`src/rtl/mul_share_arbiter_if.sv`:
```
// Handshake bundle between two requesters, the arbiter and the shared 24x24 multiplier.
// The slave modport is the arbiter's view; master is the view of the surrounding environment.
interface mul_share_arbiter_if;
  logic        Req0_valid;
  logic        Req1_valid;
  logic [23:0] Req0_data1;
  logic [23:0] Req0_data2;
  logic [23:0] Req1_data1;
  logic [23:0] Req1_data2;
  logic        Req0_ack;
  logic        Req1_ack;
  logic [47:0] Req0_dataout;
  logic [47:0] Req1_dataout;
  logic [2:0]  Req0_exc;
  logic [2:0]  Req1_exc;
  logic [23:0] Multi_datain1;
  logic [23:0] Multi_datain2;
  logic        Multi_valid;
  logic [47:0] Multi_dataout;
  logic [2:0]  Multi_Exc;
  logic        Multi_ack;
  logic        Grant;
  logic        Busy;

  modport slave (
    input  Req0_valid, Req1_valid, Req0_data1, Req0_data2, Req1_data1, Req1_data2,
    input  Multi_dataout, Multi_Exc, Multi_ack,
    output Req0_ack, Req1_ack, Req0_dataout, Req1_dataout, Req0_exc, Req1_exc,
    output Multi_datain1, Multi_datain2, Multi_valid, Grant, Busy
  );

  modport master (
    output Req0_valid, Req1_valid, Req0_data1, Req0_data2, Req1_data1, Req1_data2,
    output Multi_dataout, Multi_Exc, Multi_ack,
    input  Req0_ack, Req1_ack, Req0_dataout, Req1_dataout, Req0_exc, Req1_exc,
    input  Multi_datain1, Multi_datain2, Multi_valid, Grant, Busy
  );
endinterface

```
`src/rtl/mul_share_arbiter.sv`:
```
// Round-robin arbiter sharing one 24x24 multiplier between two requesters, with an
// ISSUE-phase timeout that returns a zero product and the reserved exception 3'b111.
module mul_share_arbiter #(
  parameter int unsigned TIMEOUT = 64
) (
  input  logic                CLK,
  input  logic                RSTn,
  mul_share_arbiter_if.slave  bus
);

  typedef enum logic [1:0] {IDLE, ISSUE, RESPOND} state_e;

  localparam logic [7:0] TMO_LAST = 8'(TIMEOUT - 1);
  localparam logic [2:0] EXC_TMO  = 3'b111;

  state_e      state_q;
  logic        last_q;      // requester served most recently
  logic        grant_q;
  logic        busy_q;
  logic        mvalid_q;
  logic        ack0_q;
  logic        ack1_q;
  logic [7:0]  cnt_q;
  logic [23:0] op1_q;
  logic [23:0] op2_q;
  logic [47:0] result_q;
  logic [2:0]  exc_q;

  logic        sel_d;
  logic [23:0] op1_d;
  logic [23:0] op2_d;

  // Requester 1 wins when it is the only one asking, or when both ask and 0 went last.
  always_comb begin
    sel_d = bus.Req1_valid & (~bus.Req0_valid | ~last_q);
    op1_d = sel_d ? bus.Req1_data1 : bus.Req0_data1;
    op2_d = sel_d ? bus.Req1_data2 : bus.Req0_data2;
  end

  // NOTE: all state here updates with non-blocking assignments so every branch sees
  // the pre-edge values; operand and result registers are reset too, because they
  // drive outputs that must read 0 straight out of reset.
  always_ff @(posedge CLK) begin
    if (!RSTn) begin
      state_q  <= IDLE;
      last_q   <= 1'b1;
      grant_q  <= 1'b0;
      busy_q   <= 1'b0;
      mvalid_q <= 1'b0;
      ack0_q   <= 1'b0;
      ack1_q   <= 1'b0;
      cnt_q    <= '0;
      op1_q    <= '0;
      op2_q    <= '0;
      result_q <= '0;
      exc_q    <= '0;
    end else begin
      ack0_q <= 1'b0;
      ack1_q <= 1'b0;
      case (state_q)
        IDLE: begin
          if (bus.Req0_valid || bus.Req1_valid) begin
            state_q  <= ISSUE;
            grant_q  <= sel_d;
            op1_q    <= op1_d;
            op2_q    <= op2_d;
            cnt_q    <= '0;
            mvalid_q <= 1'b1;
            busy_q   <= 1'b1;
          end
        end
        ISSUE: begin
          if (bus.Multi_ack) begin
            state_q  <= RESPOND;
            result_q <= bus.Multi_dataout;
            exc_q    <= bus.Multi_Exc;
            mvalid_q <= 1'b0;
            ack0_q   <= ~grant_q;
            ack1_q   <= grant_q;
          end else if (cnt_q == TMO_LAST) begin
            state_q  <= RESPOND;
            result_q <= '0;
            exc_q    <= EXC_TMO;
            mvalid_q <= 1'b0;
            ack0_q   <= ~grant_q;
            ack1_q   <= grant_q;
          end else begin
            cnt_q <= cnt_q + 8'd1;
          end
        end
        RESPOND: begin
          state_q <= IDLE;
          busy_q  <= 1'b0;
          last_q  <= grant_q;
        end
        default: begin
          state_q  <= IDLE;
          busy_q   <= 1'b0;
          mvalid_q <= 1'b0;
        end
      endcase
    end
  end

  // Results are exposed only during the one-cycle ack pulse.
  assign bus.Req0_ack      = ack0_q;
  assign bus.Req1_ack      = ack1_q;
  assign bus.Req0_dataout  = ack0_q ? result_q : '0;
  assign bus.Req1_dataout  = ack1_q ? result_q : '0;
  assign bus.Req0_exc      = ack0_q ? exc_q : '0;
  assign bus.Req1_exc      = ack1_q ? exc_q : '0;
  assign bus.Multi_datain1 = op1_q;
  assign bus.Multi_datain2 = op2_q;
  assign bus.Multi_valid   = mvalid_q;
  assign bus.Grant         = grant_q;
  assign bus.Busy          = busy_q;

endmodule
```
`src/flat_wrapper.sv`:
```
// flat-port wrapper written by rule: the top's interface ports become plain ports
module mul_share_arbiter_flat 
#(
  parameter int unsigned TIMEOUT = 64
)
  (CLK, RSTn, bus_Req0_valid, bus_Req1_valid, bus_Req0_data1, bus_Req0_data2, bus_Req1_data1, bus_Req1_data2, bus_Multi_dataout, bus_Multi_Exc, bus_Multi_ack, bus_Req0_ack, bus_Req1_ack, bus_Req0_dataout, bus_Req1_dataout, bus_Req0_exc, bus_Req1_exc, bus_Multi_datain1, bus_Multi_datain2, bus_Multi_valid, bus_Grant, bus_Busy);
  mul_share_arbiter_if bus_i ();
  input  logic CLK;
  input  logic RSTn;
  input wire logic [$bits(bus_i.Req0_valid)-1:0] bus_Req0_valid;
  input wire logic [$bits(bus_i.Req1_valid)-1:0] bus_Req1_valid;
  input wire logic [$bits(bus_i.Req0_data1)-1:0] bus_Req0_data1;
  input wire logic [$bits(bus_i.Req0_data2)-1:0] bus_Req0_data2;
  input wire logic [$bits(bus_i.Req1_data1)-1:0] bus_Req1_data1;
  input wire logic [$bits(bus_i.Req1_data2)-1:0] bus_Req1_data2;
  input wire logic [$bits(bus_i.Multi_dataout)-1:0] bus_Multi_dataout;
  input wire logic [$bits(bus_i.Multi_Exc)-1:0] bus_Multi_Exc;
  input wire logic [$bits(bus_i.Multi_ack)-1:0] bus_Multi_ack;
  output wire logic [$bits(bus_i.Req0_ack)-1:0] bus_Req0_ack;
  output wire logic [$bits(bus_i.Req1_ack)-1:0] bus_Req1_ack;
  output wire logic [$bits(bus_i.Req0_dataout)-1:0] bus_Req0_dataout;
  output wire logic [$bits(bus_i.Req1_dataout)-1:0] bus_Req1_dataout;
  output wire logic [$bits(bus_i.Req0_exc)-1:0] bus_Req0_exc;
  output wire logic [$bits(bus_i.Req1_exc)-1:0] bus_Req1_exc;
  output wire logic [$bits(bus_i.Multi_datain1)-1:0] bus_Multi_datain1;
  output wire logic [$bits(bus_i.Multi_datain2)-1:0] bus_Multi_datain2;
  output wire logic [$bits(bus_i.Multi_valid)-1:0] bus_Multi_valid;
  output wire logic [$bits(bus_i.Grant)-1:0] bus_Grant;
  output wire logic [$bits(bus_i.Busy)-1:0] bus_Busy;
  assign bus_i.Req0_valid = bus_Req0_valid;
  assign bus_i.Req1_valid = bus_Req1_valid;
  assign bus_i.Req0_data1 = bus_Req0_data1;
  assign bus_i.Req0_data2 = bus_Req0_data2;
  assign bus_i.Req1_data1 = bus_Req1_data1;
  assign bus_i.Req1_data2 = bus_Req1_data2;
  assign bus_i.Multi_dataout = bus_Multi_dataout;
  assign bus_i.Multi_Exc = bus_Multi_Exc;
  assign bus_i.Multi_ack = bus_Multi_ack;
  assign bus_Req0_ack = bus_i.Req0_ack;
  assign bus_Req1_ack = bus_i.Req1_ack;
  assign bus_Req0_dataout = bus_i.Req0_dataout;
  assign bus_Req1_dataout = bus_i.Req1_dataout;
  assign bus_Req0_exc = bus_i.Req0_exc;
  assign bus_Req1_exc = bus_i.Req1_exc;
  assign bus_Multi_datain1 = bus_i.Multi_datain1;
  assign bus_Multi_datain2 = bus_i.Multi_datain2;
  assign bus_Multi_valid = bus_i.Multi_valid;
  assign bus_Grant = bus_i.Grant;
  assign bus_Busy = bus_i.Busy;
  mul_share_arbiter #(.TIMEOUT(TIMEOUT)) u_core (.CLK(CLK), .RSTn(RSTn), .bus(bus_i));
endmodule
```
`config.mk`:
```
export PLATFORM = sky130hd
export DESIGN_NAME = mul_share_arbiter_flat
export DESIGN_NICKNAME = d
export VERILOG_FILES = /design/src/rtl/mul_share_arbiter_if.sv /design/src/rtl/mul_share_arbiter.sv /design/src/flat_wrapper.sv
export SDC_FILE = /design/constraint.sdc
export NUM_CORES = 1
export LEC_CHECK = 0
export ABC_AREA = 1
export BUFFER_PORTS_ARGS = -buffer_cell sky130_fd_sc_hd__buf_4
export CORE_MARGIN = 2
export CORE_UTILIZATION = 24
export CTS_CLUSTER_SIZE = 30
export DETAILED_ROUTE_END_ITERATION = 10
export PLACE_DENSITY_LB_ADDON = 0.2
export SLEW_MARGIN = 20
export SYNTH_ARGS = -nofsm -noshare
export SYNTH_HDL_FRONTEND = slang
export SYNTH_SLANG_ARGS = --single-unit
export TNS_END_PERCENT = 100
```
`constraint.sdc`:
```
create_clock -name CLK -period 1.4 [get_ports CLK]
set_clock_uncertainty 0.15 [all_clocks]
set_input_delay 0.21 -clock CLK [delete_from_list [all_inputs] [get_ports CLK]]
set_output_delay 0.21 -clock CLK [all_outputs]
set_load 0.02 [all_outputs]
```
# Yosys cells after proc, flatten, opt, wreduce, memory -nomap -nowiden
# Index checks and enable logic that the tools add are counted.
# totals
register_bits	115
inputBits	152
wordCells	65
# classes
n_eq_ne	7
n_reduce_logical	11
n_addsub	1
n_bitwise	7
mux	27
# op_table
op	count
$mux 48	4
$mux 24	2
$mux 8	3
$pmux 8 s2	1
$mux 3	4
$reduce_and 2->1	5
$add 8x1->8 const B	1
$eq 8x6->1 const B	1
$mux 1	7
$mux 2	3
$not 1->1	5
$ne 2x2->1 const B	2
$pmux 2 s2	1
$reduce_and 4->1	1
$reduce_bool 2->1	2
$ne 3x2->1 const B	1
$pmux 1 s3	1
$reduce_and 3->1	1
$eq 2x1->1 const B	1
$eq 2x2->1 const B	1
$logic_not 2->1	1
$ne 2x1->1 const B	1
$pmux 1 s2	1
$and 1x1->1	1
other kinds (2)	2

# Depth between registers and ports, before layout
# Gate-level depths: netlist of run 1.
# depth
depth_word	4
depth_mapped	10

# Worst setup path after synthesis of run 1
# OpenSTA, ideal clock, no wires.
# synth_timing
path_kind	register -> register
startpoint	register u_core.cnt_q[0]
endpoint	register u_core.result_q[20]
period_less_slack_ps	1524
stages_incl_launch_ff	10
path_buffers	1
arrival_ps	1242
setup_ps	132
slack_ps	-124
path_cell_list	dfxtp_1 > ha_1 > nand2_2 > nor2_4 > nand2_1 > nand2_1 > nand2_2 > buf_4 > nand2_1 > a21oi_1
# synth_via
elab_chain_len	3
# synth_lines
item	line	source
start, declared	mul_share_arbiter.sv:23	logic [7:0] cnt_q;
start signal, assigned	mul_share_arbiter.sv:88	cnt_q <= cnt_q + 8'd1;
$eq 8x6->1	mul_share_arbiter.sv:80	end else if (cnt_q == TMO_LAST) begin
$reduce_bool 2->1 (no line)	--	
$reduce_and 2->1 (no line)	--	
end signal, assigned	mul_share_arbiter.sv:75	result_q <= bus.Multi_dataout;
end, declared	mul_share_arbiter.sv:26	logic [47:0] result_q;
# Every way passes these cells.
# A chain may end at the register's enable or synchronous reset.

# Worst setup path after layout of run 1
# layout_timing
startpoint	register u_core.ack0_q (netlist: u_core.bus.Req0_ack)
endpoint	output bus_Req0_dataout[16]
# layout_via
elab_chain_len	1
# layout_lines
item	line	source
start, declared	mul_share_arbiter.sv:21	logic ack0_q;
start signal, assigned	mul_share_arbiter.sv:78	ack0_q <= ~grant_q;
start signal, assigned	mul_share_arbiter.sv:85	ack0_q <= ~grant_q;
$mux 48	mul_share_arbiter.sv:108	assign bus.Req0_dataout = ack0_q ? result_q : '0;
end, declared	flat_wrapper.sv:21	output wire logic [$bits(bus_i.Req0_dataout)-1:0] bus_Req0_dataout;
# Every way passes these cells.

==> results.toml, run 1 <==
[layout]
nets = 1506
drive_gt1_share_pct = 48.5
multi_input_area_um2 = 3350
antenna_cells = 0
nFillCells = 1958
utilization_pct = 56.4
areaGrowthSynthToFinish_pct = 133
ff_latch_area_um2 = 2320
final_cells = 1651

[die]
start_util_pct = 24.3
die_y_um = 155
row_count = 55
core_um2 = 22500
ioPinCount = 307
die_area_um2 = 24000
die_w_um = 155

[yosys]
ys_seq_elements = 115
synth_cells = 835
synth.cell_area_um2 = 5460
yosys_most_used_dff = "dfxtp_1"
synth.distinct_cells = 27
synth-edff-count = 0
ys_warn_count = 0
syn_area_per_cell_um2 = 6.54
async_flop_share_pct = 0
yosysSeqAreaShare_pct = 42.2
syn_nets = 988

[min_path]
hold_path_class = "in2reg"
hold_depth = 5

[global_route]
grt_pass1_wl_um = 35400
grt_pass1_vias = 7122
antenna_found_initial = 0
grt_max_degree = 38
grt-ovfl-total = 0
grt_usage_pct = 18.4

[sta]
max_slew_margin_pct = 76.7
setup_viol = 211
hold_slack_ns = 0.0181
layout_min_cycle_time_ns = 1.66
fmax_mhz = 601
worstMarginPinSlew_ns = 0.348
min_period_over_period_pct = 119
rsz0062_at_grt = "yes"
slew_viol_final = 0
hold_violations = 0
setup_ws_ns = -0.264

[pwr]
p_total_uw = 11400
powerDensity_nw_per_um2 = 894
p_leak_uw = 0.00628
irDropWorstVdd_uv = 788

[critical_path]
slowest_stage = "dfxtp_4"
crit_chain = "buf_12, nand2_1, inv_1, buf_4"
max_stage_delay_ns = 0.39
reg2regPathDepth = 10
cp_max_fo = 24
worstSetupPathType = "reg2out"
worstSetupStartpointType = "flop"
end_kind = "output pin"
arrival_ns = 1.30
required_ns = 1.04

[route]
vias_per_cell = 4.44
ant_nets = 0
drt_pre_antenna_iters = 5
vias = 7331
wl_um = 24600
initialDrtViolationCount = 253
post_drt_wl_per_cell_um = 14.9
remaining_drc_errors = 0

[cts]
cts.sinks = 115
clockBufferDepth = 2
cts_tree = "yes"
clk_pin_slew_ns = 0.05
insertion_delay_ns = 0.40
root_buffer = "clkbuf_16"
numCtsBuffers = 17
h-tree-depth = 4

[outcome]
violations = "setup timing"
outcome = "finished, violations left"

[placement]
portBuffers = 306
placed_cells = 1417
place_congestion = 0.783
dpl.hpwl_um = 14000

[flow_run]
max_cap_viol_count = 0
==> cells in the mapped netlist, types with 5 or more instances <==
cell      count  area [um2]
clkbuf_1     27         101
nand2_1     334        1250
a31oi_1      48         300
o21ai_0      36         180
buf_6         7        78.8
o21ai_1      17        85.1
nand3_1      13        65.1
buf_4         5        37.5
buf_2        15        75.1
nor2_1       12        45.0
a21oi_1      55         275
inv_1       128         480
dfxtp_1     115        2300
==> per-layer routing <==
layer  part of all wire (%)  wire [um]  track usage [%]
met1                     41      10000             20.7
met2                     50      12400             33.7
met3                    6.6       1620             4.93
met4                    2.2        541             5.73
met5                      0          0                0
==> logic make-up (layout without fill, tap and decap cells) <==
family / count (synthesis) / in the layout / share of synthesized area, %
AOI/OAI and AO/OA: 158 / 158 / 15.9
and+or+nand+nor: 375 / 376 / 27.3
buffers and inverters: 186 / 716 / 14.4
adders and majority gates: 1 / 1 / 0.229
DFF: 115 / 115 / 42.2
==> where the power goes <==
group	switching, uW	internal (uW)	total [uW]
Clock	1690	2820	4520
Sequential	238	3530	3770
Combinational	1400	1670	3070
==> final timing paths <==
path                                             end                 from  slack, ns
worst max register to register   u_core.result_q[41]      u_core.cnt_q[1]      -0.20
worst max-delay path            bus_Req0_dataout[16]  u_core.bus.Req0_ack      -0.26
worst min register to register       u_core.bus.Busy      u_core.bus.Busy       0.32
worst min-delay path                 u_core.exc_q[0]     bus_Multi_Exc[0]       0.02
==> cell usage in the layout (no fill, tap or decap), types with 7 or more instances in the layout <==
master | synthesis | final
nand2_1 | 334 | 274
a21oi_2 | 1 | 48
nor2_1 | 12 | 8
dlygate4sd3_1 | 0 | 147
buf_6 | 7 | 115
o21ai_2 | 0 | 43
buf_4 | 5 | 245
nand3_1 | 13 | 7
clkbuf_16 | 0 | 27
buf_8 | 0 | 8
buf_12 | 0 | 18
nand2_2 | 4 | 13
a31oi_1 | 48 | 42
nand2_4 | 2 | 50
a21oi_1 | 55 | 7
inv_1 | 128 | 99
dfxtp_1 | 115 | 107
inv_2 | 4 | 31
buf_16 | 0 | 7
==> timing repair <==
action	4_1_cts	5_1_grt
resized for setup	190	253
gates cloned	10	18
endpoints found under the setup margin	208	214
endpoints found under the hold margin	103	0
buffers inserted	14	20
pin swaps	14	18
hold buffers	147	0
==> through the flow <==
step	cell area, um2	setup WS [ns]	setup TNS [ns]
6_report	12700	-0.264	-33.44
3_5_place_dp	8310	-0.126	-6.64
3_3_place_gp	8310	-0.0977	-5.03
4_1_cts	11500	-0.265	-31.14
2_1_floorplan	5510	-0.0844	-10.21
5_1_grt	12700	-0.317	-47.06
==> critical path, delay by kind of cell (launching register included) <==
kind / cells / cell delay, ns
AND/OR/NAND/NOR: 1 / 0.12
buffers and inverters: 3 / 0.37
flip-flops: 1 / 0.39
==> registers in the layout, summed over array words and instances (netlist names) <==
name and count:
u_core.bus.Req0_ack 1, u_core.bus.Req1_ack 1, u_core.result_q 48, u_core.cnt_q 8
u_core.bus.Multi_valid 1, u_core.last_q 1, u_core.bus.Busy 1, u_core.exc_q 3
u_core.bus.Grant 1, u_core.bus.Multi_datain2 24, u_core.bus.Multi_datain1 24, u_core.state_q 2
==> cell type report <==
| cell class | count | area share, % |
|---|---|---|
| clock inverters | 14 | 1.41 |
| clock buffers | 18 | 3.38 |
| repair buffers | 550 | 43.5 |
| well taps | 285 | 2.81 |
| repair inverters | 2 | 0.197 |
| flip-flops and latches | 115 | 18.2 |
| inverters | 132 | 4.02 |
| multi-input cells | 535 | 26.4 |
(Power assumes the default switching activity.)
==> inputs of run 2 (changes only) <==
Settings changed: CORE_UTILIZATION 24 to 40, SETUP_SLACK_MARGIN from default to 0.15.
==> results.toml, run 2 (same netlist as run 1, synthesis figures left out) <==
[route]
ant_nets = 0
vias_per_cell = 5.86
initialDrtViolationCount = 1216
top_layer_used = "met4"
wl_met3_um = 4670
remaining_drc_errors = 0
wl_met1_um = 11700
route.met2.wl_um = 16700
wl_um = 37000
post_drt_wl_per_cell_um = 23.9
vias = 9097
drt_pre_antenna_iters = 6

[placement]
place_congestion = 0.826
post-place-ws_ns = -0.0900
dpl_cell_area_um2 = 8160
portBuffers = 306
placed_cells = 1299
dpl.hpwl_um = 12700

[sta]
fmax_mhz = 541
final.setup.tns_ns = -42.63
hold_slack_ns = 0.0816
worstMarginPinSlew_ns = 0.575
min_period_over_period_pct = 132
layout_min_cycle_time_ns = 1.85
setup_ws_ns = -0.447
setup_viol = 215
hold_violations = 0
rsz0062_at_grt = "yes"
max_slew_margin_pct = 61.6
slew_viol_final = 0

[cts]
cts.sinks = 115
cts_tree = "yes"
insertion_delay_ns = 0.43
clk_pin_slew_ns = 0.06
numCtsBuffers = 17
clockBufferDepth = 2
h-tree-depth = 4
root_buffer = "clkbuf_16"

[critical_path]
critPathBufInv = 2
slowest_stage = "dfxtp_2"
worstSetupStartpointType = "flop"
max_stage_delay_ns = 0.36
path_delay_family = "simple AND/OR/NAND/NOR gates"
end_kind = "flop"
worstSetupPathType = "reg2reg"
cp_max_fo = 5
path_common_cell = "nand2_4"
arrival_ns = 2.05
required_ns = 1.60
crit_chain = "ha_4, nand2_4, nor2_4, buf_6, nand3_4, nand2_4, nand2_4, nand2_2, nand2_1, inv_1"

[die]
core_um2 = 13300
die_y_um = 121
row_count = 42
start_util_pct = 41.1
die_w_um = 121
die_area_um2 = 14600
ioPinCount = 307

[layout]
regMostFlops = "u_core.result_q"
ff_latch_area_um2 = 2390
final_cells = 1552
drive_gt1_share_pct = 53.2
nFillCells = 419
largest_register_ffs = 48
mostFrequentLayoutCells = "295 x nand2_1, 271 x buf_4, 149 x dlygate4sd3_1"
areaGrowthSynthToFinish_pct = 127
final_common_cell = "nand2_1"
fin_area_um2 = 12400
nets = 1514
multi_input_area_um2 = 3180

[flow_run]
max_cap_viol_count = 0

[pwr]
irDropWorstVdd_uv = 1020
powerDensity_nw_per_um2 = 958
p_leak_uw = 0.00606

[global_route]
antenna_found_initial = 2
grt_pass1_wl_um = 34900
grt-ovfl-total = 0
grt_usage_pct = 30.2
grt_pass1_vias = 7127
grt_max_degree = 59

[outcome]
violations = "setup timing"
outcome = "finished, violations left"

[min_path]
hold_path_class = "in2reg"
[run 2: area by class of cell]
class | count | share of cell area (%)
Clock buffer | 28 | 4.41
Tap cell | 176 | 1.78
Timing Repair inverter | 1 | 0.0706
Timing Repair Buffer | 559 | 44.3
Sequential cell | 115 | 19.2
Antenna cell | 3 | 0.0605
Inverter | 132 | 4.14
Multi-Input combinational cell | 535 | 25.7
Clock inverter | 3 | 0.323
[run 2: final timing paths]
check	startpoint	to	slack, ns	cells past startpoint
worst min-delay path	RSTn	u_core.cnt_q[4]	0.08	5
worst min register to register	u_core.result_q[10]	u_core.result_q[10]	0.33	2
worst max register to register	u_core.cnt_q[1]	u_core.cnt_q[7]	-0.45	10
worst max-delay path	u_core.cnt_q[1]	u_core.cnt_q[7]	-0.45	10
[run 2: metrics by stage]
step	power [uW]	util (%)
after floorplan	4630	-
after global placement	5490	61.4
after detailed placement	5500	61.4
after CTS	10100	78.7
after global routing	12000	93.3
final	11900	93.3
[run 2: repair_timing]
action / in CTS / in global routing
pin swaps: 7 / 17
gates cloned: 2 / 24
setup endpoints to repair: 259 / 268
setup buffers: 2 / 42
hold buffers: 149 / 0
endpoints found under the hold margin: 102 / 0
resized for setup: 44 / 328
[run 2: worst min-delay path, stage by stage]
cell     delay, ns
buf_4         0.15
nand2_4       0.09
nand2_2       0.06
nand2_1       0.04
inv_1         0.05
[run 2: report_power, final]
group	total [uW]	internal [uW]	switching (uW)
clock network	4470	2810	1660
logic	3570	1780	1790
registers	3840	3560	288
total	11900	8150	3740
[run 2: per-layer routing]
metal | up-vias | GRT usage [%]
met5 | - | 0
li1 | 3641 | -
met2 | 936 | 54.5
met1 | 4139 | 31.9
met4 | 0 | 15.0
met3 | 381 | 8.63
